`src/rtl/pipe_pkg.sv`:
```
// pipe_pkg: shared state encoding, occupancy values and default control-field layout
package pipe_pkg;
   typedef enum logic [1:0] {EMPTY = 2'd0, ONE = 2'd1, TWO = 2'd2} state_e;
   localparam logic [1:0] OCC_EMPTY = 2'd0;
   localparam logic [1:0] OCC_ONE = 2'd1;
   localparam logic [1:0] OCC_TWO = 2'd2;
   localparam int TARGET_REG_W = 3;
   localparam int FUNCT_W = 5;
   localparam int REGWRITE_IDX = TARGET_REG_W + FUNCT_W;
   localparam int CTRL_W_DEF = REGWRITE_IDX + 1;
endpackage

```
`src/rtl/pipe_entry.sv`:
```
// pipe_entry: one payload+control storage register with load and clear (clear wins)
module pipe_entry #(
   parameter int W = 41
) (
   input  logic         clk,
   input  logic         reset,
   input  logic         clear_i,
   input  logic         load_i,
   input  logic [W-1:0] d_i,
   output logic [W-1:0] q_o
);
   logic [W-1:0] q_q;
   // reset and clear zero the entry; otherwise capture on load
   always_ff @(posedge clk)
      q_q <= (reset | clear_i) ? '0 : load_i ? d_i : q_q;
   assign q_o = q_q;
endmodule

```
`src/rtl/pipe_skid_stage.sv`:
```
// pipe_skid_stage: valid/ready pipeline boundary with a 2-entry skid buffer and synchronous flush.
// Optional macro PIPE_SKID_ZERO_ON_FLUSH_EN: flush and drain-to-empty also zero the data entries.
module pipe_skid_stage
   import pipe_pkg::*;
#(
   parameter int DATA_W = 32,
   parameter int CTRL_W = 9,
   parameter logic [CTRL_W-1:0] CTRL_RST = {CTRL_W{1'b0}}
) (
   input  logic              clk,
   input  logic              reset,
   input  logic              flush,
   input  logic              in_valid,
   output logic              in_ready,
   input  logic [DATA_W-1:0] in_data,
   input  logic [CTRL_W-1:0] in_ctrl,
   output logic              out_valid,
   input  logic              out_ready,
   output logic [DATA_W-1:0] out_data,
   output logic [CTRL_W-1:0] out_ctrl,
   output logic [1:0]        occupancy
);
   localparam int W = DATA_W + CTRL_W;
   state_e state_q, state_d;
   logic in_ready_q, out_valid_q;
   logic in_fire, out_fire, take, main_load, skid_load, clr;
   logic [W-1:0] main_d, main_q, skid_q;
   assign in_fire = in_valid & in_ready_q;
   assign out_fire = out_valid_q & out_ready;
   // a beat offered during flush is discarded even though in_ready is high
   assign take = in_fire & ~flush;
   // next state: flush forces EMPTY, otherwise follow the handshake
   always_comb
      state_d = flush ? EMPTY :
                state_q == EMPTY ? (take ? ONE : EMPTY) :
                state_q == ONE ? ((take & ~out_fire) ? TWO : (~take & out_fire) ? EMPTY : ONE) :
                out_fire ? ONE : TWO;
   // state plus ready/valid registered from the next state so no combinational ready path exists
   always_ff @(posedge clk)
      if (reset) begin
         state_q <= EMPTY;
         in_ready_q <= 1'b1;
         out_valid_q <= 1'b0;
      end else begin
         state_q <= state_d;
         in_ready_q <= state_d != TWO;
         out_valid_q <= state_d != EMPTY;
      end
   assign main_load = take & (state_q == EMPTY | (state_q == ONE & out_fire)) | (~flush & state_q == TWO & out_fire);
   assign main_d = state_q == TWO ? skid_q : {in_data, in_ctrl};
   assign skid_load = take & state_q == ONE & ~out_fire;
`ifdef PIPE_SKID_ZERO_ON_FLUSH_EN
   assign clr = flush | (state_q == ONE & ~take & out_fire);
`else
   assign clr = 1'b0;
`endif
   pipe_entry #(.W(W)) u_main (
      .clk(clk), .reset(reset), .clear_i(clr), .load_i(main_load), .d_i(main_d), .q_o(main_q)
   );
   pipe_entry #(.W(W)) u_skid (
      .clk(clk), .reset(reset), .clear_i(clr), .load_i(skid_load), .d_i({in_data, in_ctrl}), .q_o(skid_q)
   );
   assign in_ready = in_ready_q;
   assign out_valid = out_valid_q;
   assign out_data = main_q[W-1:CTRL_W];
   // a stale regWrite must never leave the stage while no beat is valid
   assign out_ctrl = out_valid_q ? main_q[CTRL_W-1:0] : CTRL_RST;
   assign occupancy = state_q == TWO ? OCC_TWO : state_q == ONE ? OCC_ONE : OCC_EMPTY;
endmodule

```
`config.mk`:
```
export PLATFORM = sky130hd
export DESIGN_NAME = pipe_skid_stage
export DESIGN_NICKNAME = d
export VERILOG_FILES = /design/src/rtl/pipe_pkg.sv /design/src/rtl/pipe_entry.sv /design/src/rtl/pipe_skid_stage.sv
export SDC_FILE = /design/constraint.sdc
export NUM_CORES = 1
export LEC_CHECK = 0
export CELL_PAD_IN_SITES_DETAIL_PLACEMENT = 1
export CELL_PAD_IN_SITES_GLOBAL_PLACEMENT = 2
export CORE_ASPECT_RATIO = 2
export CORE_MARGIN = 5
export CORE_UTILIZATION = 35
export DETAILED_ROUTE_END_ITERATION = 6
export PLACE_DENSITY = 0.9
export SLEW_MARGIN = 20
export SYNTH_ARGS = -nofsm -noshare
export SYNTH_HDL_FRONTEND = slang
export SYNTH_HIERARCHICAL = 1
export SYNTH_SLANG_ARGS = --single-unit
```
`constraint.sdc`:
```
create_clock -name clk -period 3.4 [get_ports clk]
set_input_delay 0.68 -clock clk [delete_from_list [all_inputs] [get_ports clk]]
set_output_delay 0.68 -clock clk [all_outputs]
set_load 0.005 [all_outputs]
```
Word-level counts from Yosys, hierarchy flattened --
Index checks and enable logic that the tools add are counted.
Word-level totals: register bits 86, input port bits 46, output and inout bits 45, word-level logic and storage cells 37
Operators by class: equality and inequality tests 3, muxes and demuxes 11, bitwise gates (word level) 16, reductions and logical operators 2
Operator list (count):
- 2-to-1 mux 41 bit | 1
- 2-to-1 mux 2 bit | 6
- AND 1 bit | 11
- 2-to-1 mux 9 bit | 1
- 2-to-1 mux 1 bit | 3
- NOT 1 bit | 3
- == test 2 x 1 -> 1 bit (second input constant) | 1
- == test 2 bit (second input constant) | 1
- logical NOT 2 bit | 1
- != test 2 bit (second input constant) | 1
- OR 1 bit | 2
- nonzero test 2 bit | 1

Depth between registers and ports, before layout --
word-level depth 10, gate-level depth with buffers 8, mapped depth without buffers 5

Cells and area by module --
The synthesis kept the hierarchy.
By module, submodules not included:
- pipe_entry | instances 2, cells an instance 134, area each 1507.7 µm², seq. area each 820.8 µm²
- pipe_skid_stage | instances 1, cells an instance 83, area each 975.9 µm², seq. area each 80.1 µm²

Worst setup path before layout --
No wires, ideal clock.
path type input port to flip-flop, from input port flush, to register u_main.q_q[3], in the netlist u_main/q_o[3], library setup time 0.115 ns, arrival time 1.712 ns, required time 3.285 ns, path slack 1.573 ns, cell stages on the path 7, buffers on the path 2, path through nand3b_4 -> a211o_1 -> o21ai_0 -> buf_4 -> buf_6 -> mux2i_1 -> nor2_2
On the way: cells in the longest elaborated chain, start to end 4, elaborated cells on any way between the ends 6, those cells by class 6 x bitwise
RTL lines:
- start, declared | RTL line pipe_skid_stage.sv:12 | input logic flush,
- NOT 1 bit (*) | RTL line pipe_skid_stage.sv:31, pipe_skid_stage.sv:49
- AND 1 bit (on tied branches) | RTL line pipe_skid_stage.sv:31, pipe_skid_stage.sv:49
- AND 1 bit | RTL line pipe_skid_stage.sv:49 | assign main_load = take & (state_q == EMPTY | (state_q == ONE & out_fire)) | (~flush & state_q == TWO & out_fi ...
- OR 1 bit (*) | RTL line pipe_skid_stage.sv:49
- via main_load | RTL line pipe_skid_stage.sv:26 | logic in_fire, out_fire, take, main_load, skid_load, clr;
- end signal, assigned | RTL line pipe_entry.sv:15 | q_q <= (reset | clear_i) ? '0 : load_i ? d_i : q_q;
- end, declared | RTL line pipe_entry.sv:12 | logic [W-1:0] q_q;
Mark *: on every way through the listed nets, which the timed path passes. The rest lies on a longest branch. A chain may end at the register's enable or synchronous reset.

Final worst setup path --
from input port out_ready, to register u_main.q_q[9], in the netlist u_main/q_o[9]
On the way: cells in the longest elaborated chain, start to end 5, elaborated cells on any way between the ends 6, those cells by class 6 x bitwise
RTL lines:
- start, declared | RTL line pipe_skid_stage.sv:18 | input logic out_ready,
- AND 1 bit (*) | RTL line pipe_skid_stage.sv:29 | assign out_fire = out_valid_q & out_ready;
- AND 1 bit | RTL line pipe_skid_stage.sv:49
- OR 1 bit | RTL line pipe_skid_stage.sv:49
- AND 1 bit | RTL line pipe_skid_stage.sv:49
- OR 1 bit (*) | RTL line pipe_skid_stage.sv:49
- via main_load | RTL line pipe_skid_stage.sv:26
Marked as above.

==> impl_summary.md <==
Run status
The flow ran to the end, and the final reports show no timing, DRC or antenna violations.

Final layout
In the layout the commonest cells are 90 x clkdlybuf4s50_1, 86 x dfxtp_1, 82 x mux2i_1. The library cell used most frequently in the layout, excluding fill and tap cells, is clkdlybuf4s50_1. The area added between synthesis and finish is 29.94%.

The finished layout holds 579 standard cells, fillers aside. The final-stage net count is 478. The fraction of layout instances using a drive strength above 1 is 17.16%. The final antenna diode count is 0. The count of filler cells inserted in the layout is 1,251.

STA
Subtracting the final worst setup slack from the clock period gives 2528 ps. The total negative slack for setup checks is 0 ps. The number of failing setup endpoints in the final timing report is 0. The slew of the pin with the lowest slew margin is 925.3 ps. The total count of max-transition violations in the final report is 0. The total count of hold-check failures in the final report is 0.

The top achievable clock speed is 395.5 MHz. The tightest hold path in the finished design has a slack of 491.7 ps. Measured against its own limit, the worst slew margin works out to 38.31%.

In the finished design, the share of the clock period the worst path needs comes to 74.36%. Across all setup checks in the final design, the least slack found is 871.6 ps. Between clock sinks in the finished design, the worst skew comes to 5.847 ps. Setup repair after global routing left no endpoint under its margin.

Yosys
Synthesis handed over a netlist of 351 instances. The synthesized-area fraction occupied by ao, oa, aoi and oai cells is 1.003%. Synthesis instantiated 30 different standard cells from the library. Of the total synthesized cell area, the portion taken by XOR and XNOR cells is 0%. After synthesis, the largest family of logic cells by area is multiplexers. The sequential area share after synthesis is 43.13%. After synthesis, the largest area contributor takes up 43.13% of total cell area. The mean instance size in the synthesized netlist is 11.37 sq um. The synthesized netlist devotes 0% of its cell area to adder and majority cells. The largest area contributor in the netlist is dfxtp_1. Summing every instance area after synthesis gives 0.003991 sq mm.

The basic-gate share of the synthesized area counting and, or, nand and nor cells is 12.45%. During synthesis, Yosys emitted a total of 6 warnings. The mux cell area share after synthesis is 35.80%. After synthesis the netlist holds a flip-flop and latch count of 86.

By area the synthesized netlist is led by dfxtp_1 43%, mux2i_1 21%, mux2_4 15%.

Power
VDD sags by at most 0.0002520 V. The total power per unit cell area is 449.5 mW/mm^2. The completed layout was analyzed and its total power is 2.331 mW. Summed over all cells, the static leakage comes to 1.974 nW.

Die
The die covers 0.01377 sq mm. The initial utilization of the core area, before any placement, comes to 35.37%. The initialized floorplan defines 55 standard-cell rows. The die is 85.51 um wide.

From bottom edge to top edge, the die measures 161.0 um. 91 I/O pins were placed. The core area is 0.01129 sq mm.

Critical path
The delay contributed by the slowest stage of the critical path is 640 ps. The arrival time of the worst setup path is 2700 ps. The largest individual stage delay along the critical path comes from the cell o21ai_4. The critical path's top delay family is buffers and inverters. The worst setup path is captured at a flip-flop. Along the worst path, the maximum fanout reaches 25. Together, buffers and inverters on the worst path number 2. Walking the worst path, the cells encountered are clkdlybuf4s50_1 -> and2_1 -> nand3b_1 -> o21ai_4 -> buf_12 -> mux2i_1 -> nor2_1. STA classifies the critical path startpoint as an input port. The setup path with the least slack is of type in -> reg. For the worst setup path, the data required time is 3570 ps.

Hold path
The class of the tightest hold or removal check is reg -> reg.

Clocking
The CTS tree is built. The insertion delay of the later-clocked pin in the worst-skew pair is 330 ps. The clock net in this run drives a total of 86 sinks. TritonCTS created 9 clock buffers. In this run, post-CTS hold repair placed 0 buffers.

Clock-pin slew was measured on the worst setup and hold paths at 60 ps. The maximum root-to-sink buffer count is 2. The post-CTS setup buffer count is 0. After clock tree synthesis, the repair step resized 0 gates. In this run the clock root is driven by a clkbuf_16. In this run the number of H-tree levels came out at 3.

Placement
In this run, placement finished with an instance count of 563. Summed over all nets, the half-perimeter wirelength after detailed placement is 6850 um. The last weighted congestion value of the routability-driven placer is 0.7534. Before CTS, the worst setup slack after placement is 504.4 ps. The count of buffers inserted at the top-level ports is 90.

Detailed routing
The number of vias per cell after detailed routing is 4.765. The via count is 2,759. In the final routed layout, each cell accounts on average for 16.54 um.

The detailed router finished its first iteration with 76 violations. Before antenna repair, the detailed router went through 3 iterations. For this run, design rule violations remaining after detail routing come to 0.

The count of nets left with antenna violations after detail routing is 0. The routed design has 9578 um of wire.

GRT
The pin count of the biggest net entering global routing is 42. The first-pass GRT wire length is 15,440 um. Global routing finished with a remaining overflow of 0. The aggregate global-route resource usage is 14.53%. The via count of the first global-routing pass is 3,091. The initial antenna violation count is 0.

Flow run
The max-cap check violation count is 0.
## flip-flops by register name (all words and copies together), names as in the netlist
name,flops
u_skid/q_o,41
state_q,2
out_valid,1
u_main/q_o,41
in_ready,1
## cell families after synthesis
| family | count (synthesis) |
|---|---|
| other cells | 1 |
| simple gates | 107 |
| flops | 86 |
| mux | 123 |
| compound gates | 6 |
| buf+inv | 28 |
## cells in the mapped netlist
| cell type | instances |
|---|---|
| a211o_1 | 1 |
| a211oi_1 | 1 |
| a21oi_1 | 1 |
| a311oi_1 | 1 |
| and2_1 | 10 |
| and3b_2 | 1 |
| buf_4 | 3 |
| buf_6 | 20 |
| buf_8 | 3 |
| clkbuf_1 | 1 |
| conb_1 | 1 |
| dfxtp_1 | 86 |
| inv_1 | 1 |
| mux2_2 | 2 |
| mux2_4 | 39 |
| mux2i_1 | 82 |
| nand2_1 | 2 |
| nand2b_4 | 1 |
| nand3_1 | 1 |
| nand3b_1 | 1 |
| nand3b_4 | 1 |
| nor2_1 | 77 |
| nor2_2 | 6 |
| nor2b_1 | 1 |
| nor3_1 | 1 |
| nor4_1 | 1 |
| o21ai_0 | 2 |
| or2_1 | 2 |
| or3_1 | 1 |
| or4_1 | 1 |
## worst paths after layout
check / from / to / slack (ps) / depth (start not counted)
worst max-delay path: out_ready / u_main/q_o[9] / 870 / 7
worst min-delay path: u_main/q_o[6] / u_main/q_o[6] / 490 / 2
worst max register to register: out_valid / u_main/q_o[9] / 1070 / 6
worst min register to register: u_main/q_o[6] / u_main/q_o[6] / 490 / 2
## metal layers
metal | global-route usage, % | part of all wire [%] | up-vias
met5 | 0 | 0 | -
met4 | 6.844 | 2.4 | 0
met3 | 3.216 | 3.7 | 16
met2 | 28.51 | 58 | 54
met1 | 13.65 | 35 | 1351
li1 | - | - | 1338
## final cells by class
class | instances | area [sq um] | share of cell area (%)
multi-input cells | 238 | 1989 | 38.36
flip-flops and latches | 86 | 1722 | 33.20
repair buffers | 96 | 958.4 | 18.48
clock buffers | 13 | 270.3 | 5.211
well taps | 142 | 177.7 | 3.426
clock inverters | 3 | 65.06 | 1.255
inverters | 1 | 3.754 | 0.07238
## metrics by stage
step | cell area [sq um] | util (%)
after global placement | 4851 | 42.98
after global routing | 5186 | 45.95
final | 5186 | 45.95
after detailed placement | 4851 | 42.98
after floorplan | 3995 | -
after CTS | 5186 | 45.95
## worst register-to-register path: stages (launching register included)
cell      delay, ps
dfxtp_1         550
and2_1          250
nand3b_1        130
o21ai_4         640
buf_12          300
mux2i_1         240
nor2_1           70
## report_power, final
group,switching (mW),leakage [nW],internal (mW),total [mW]
Clock,0.381,0.166,0.703,1.08
Sequential,0.00989,0.695,1.02,1.03
Combinational,0.0843,1.11,0.132,0.217
Total,0.475,1.97,1.86,2.33
Note: power is estimated with default switching activity, not from simulation.
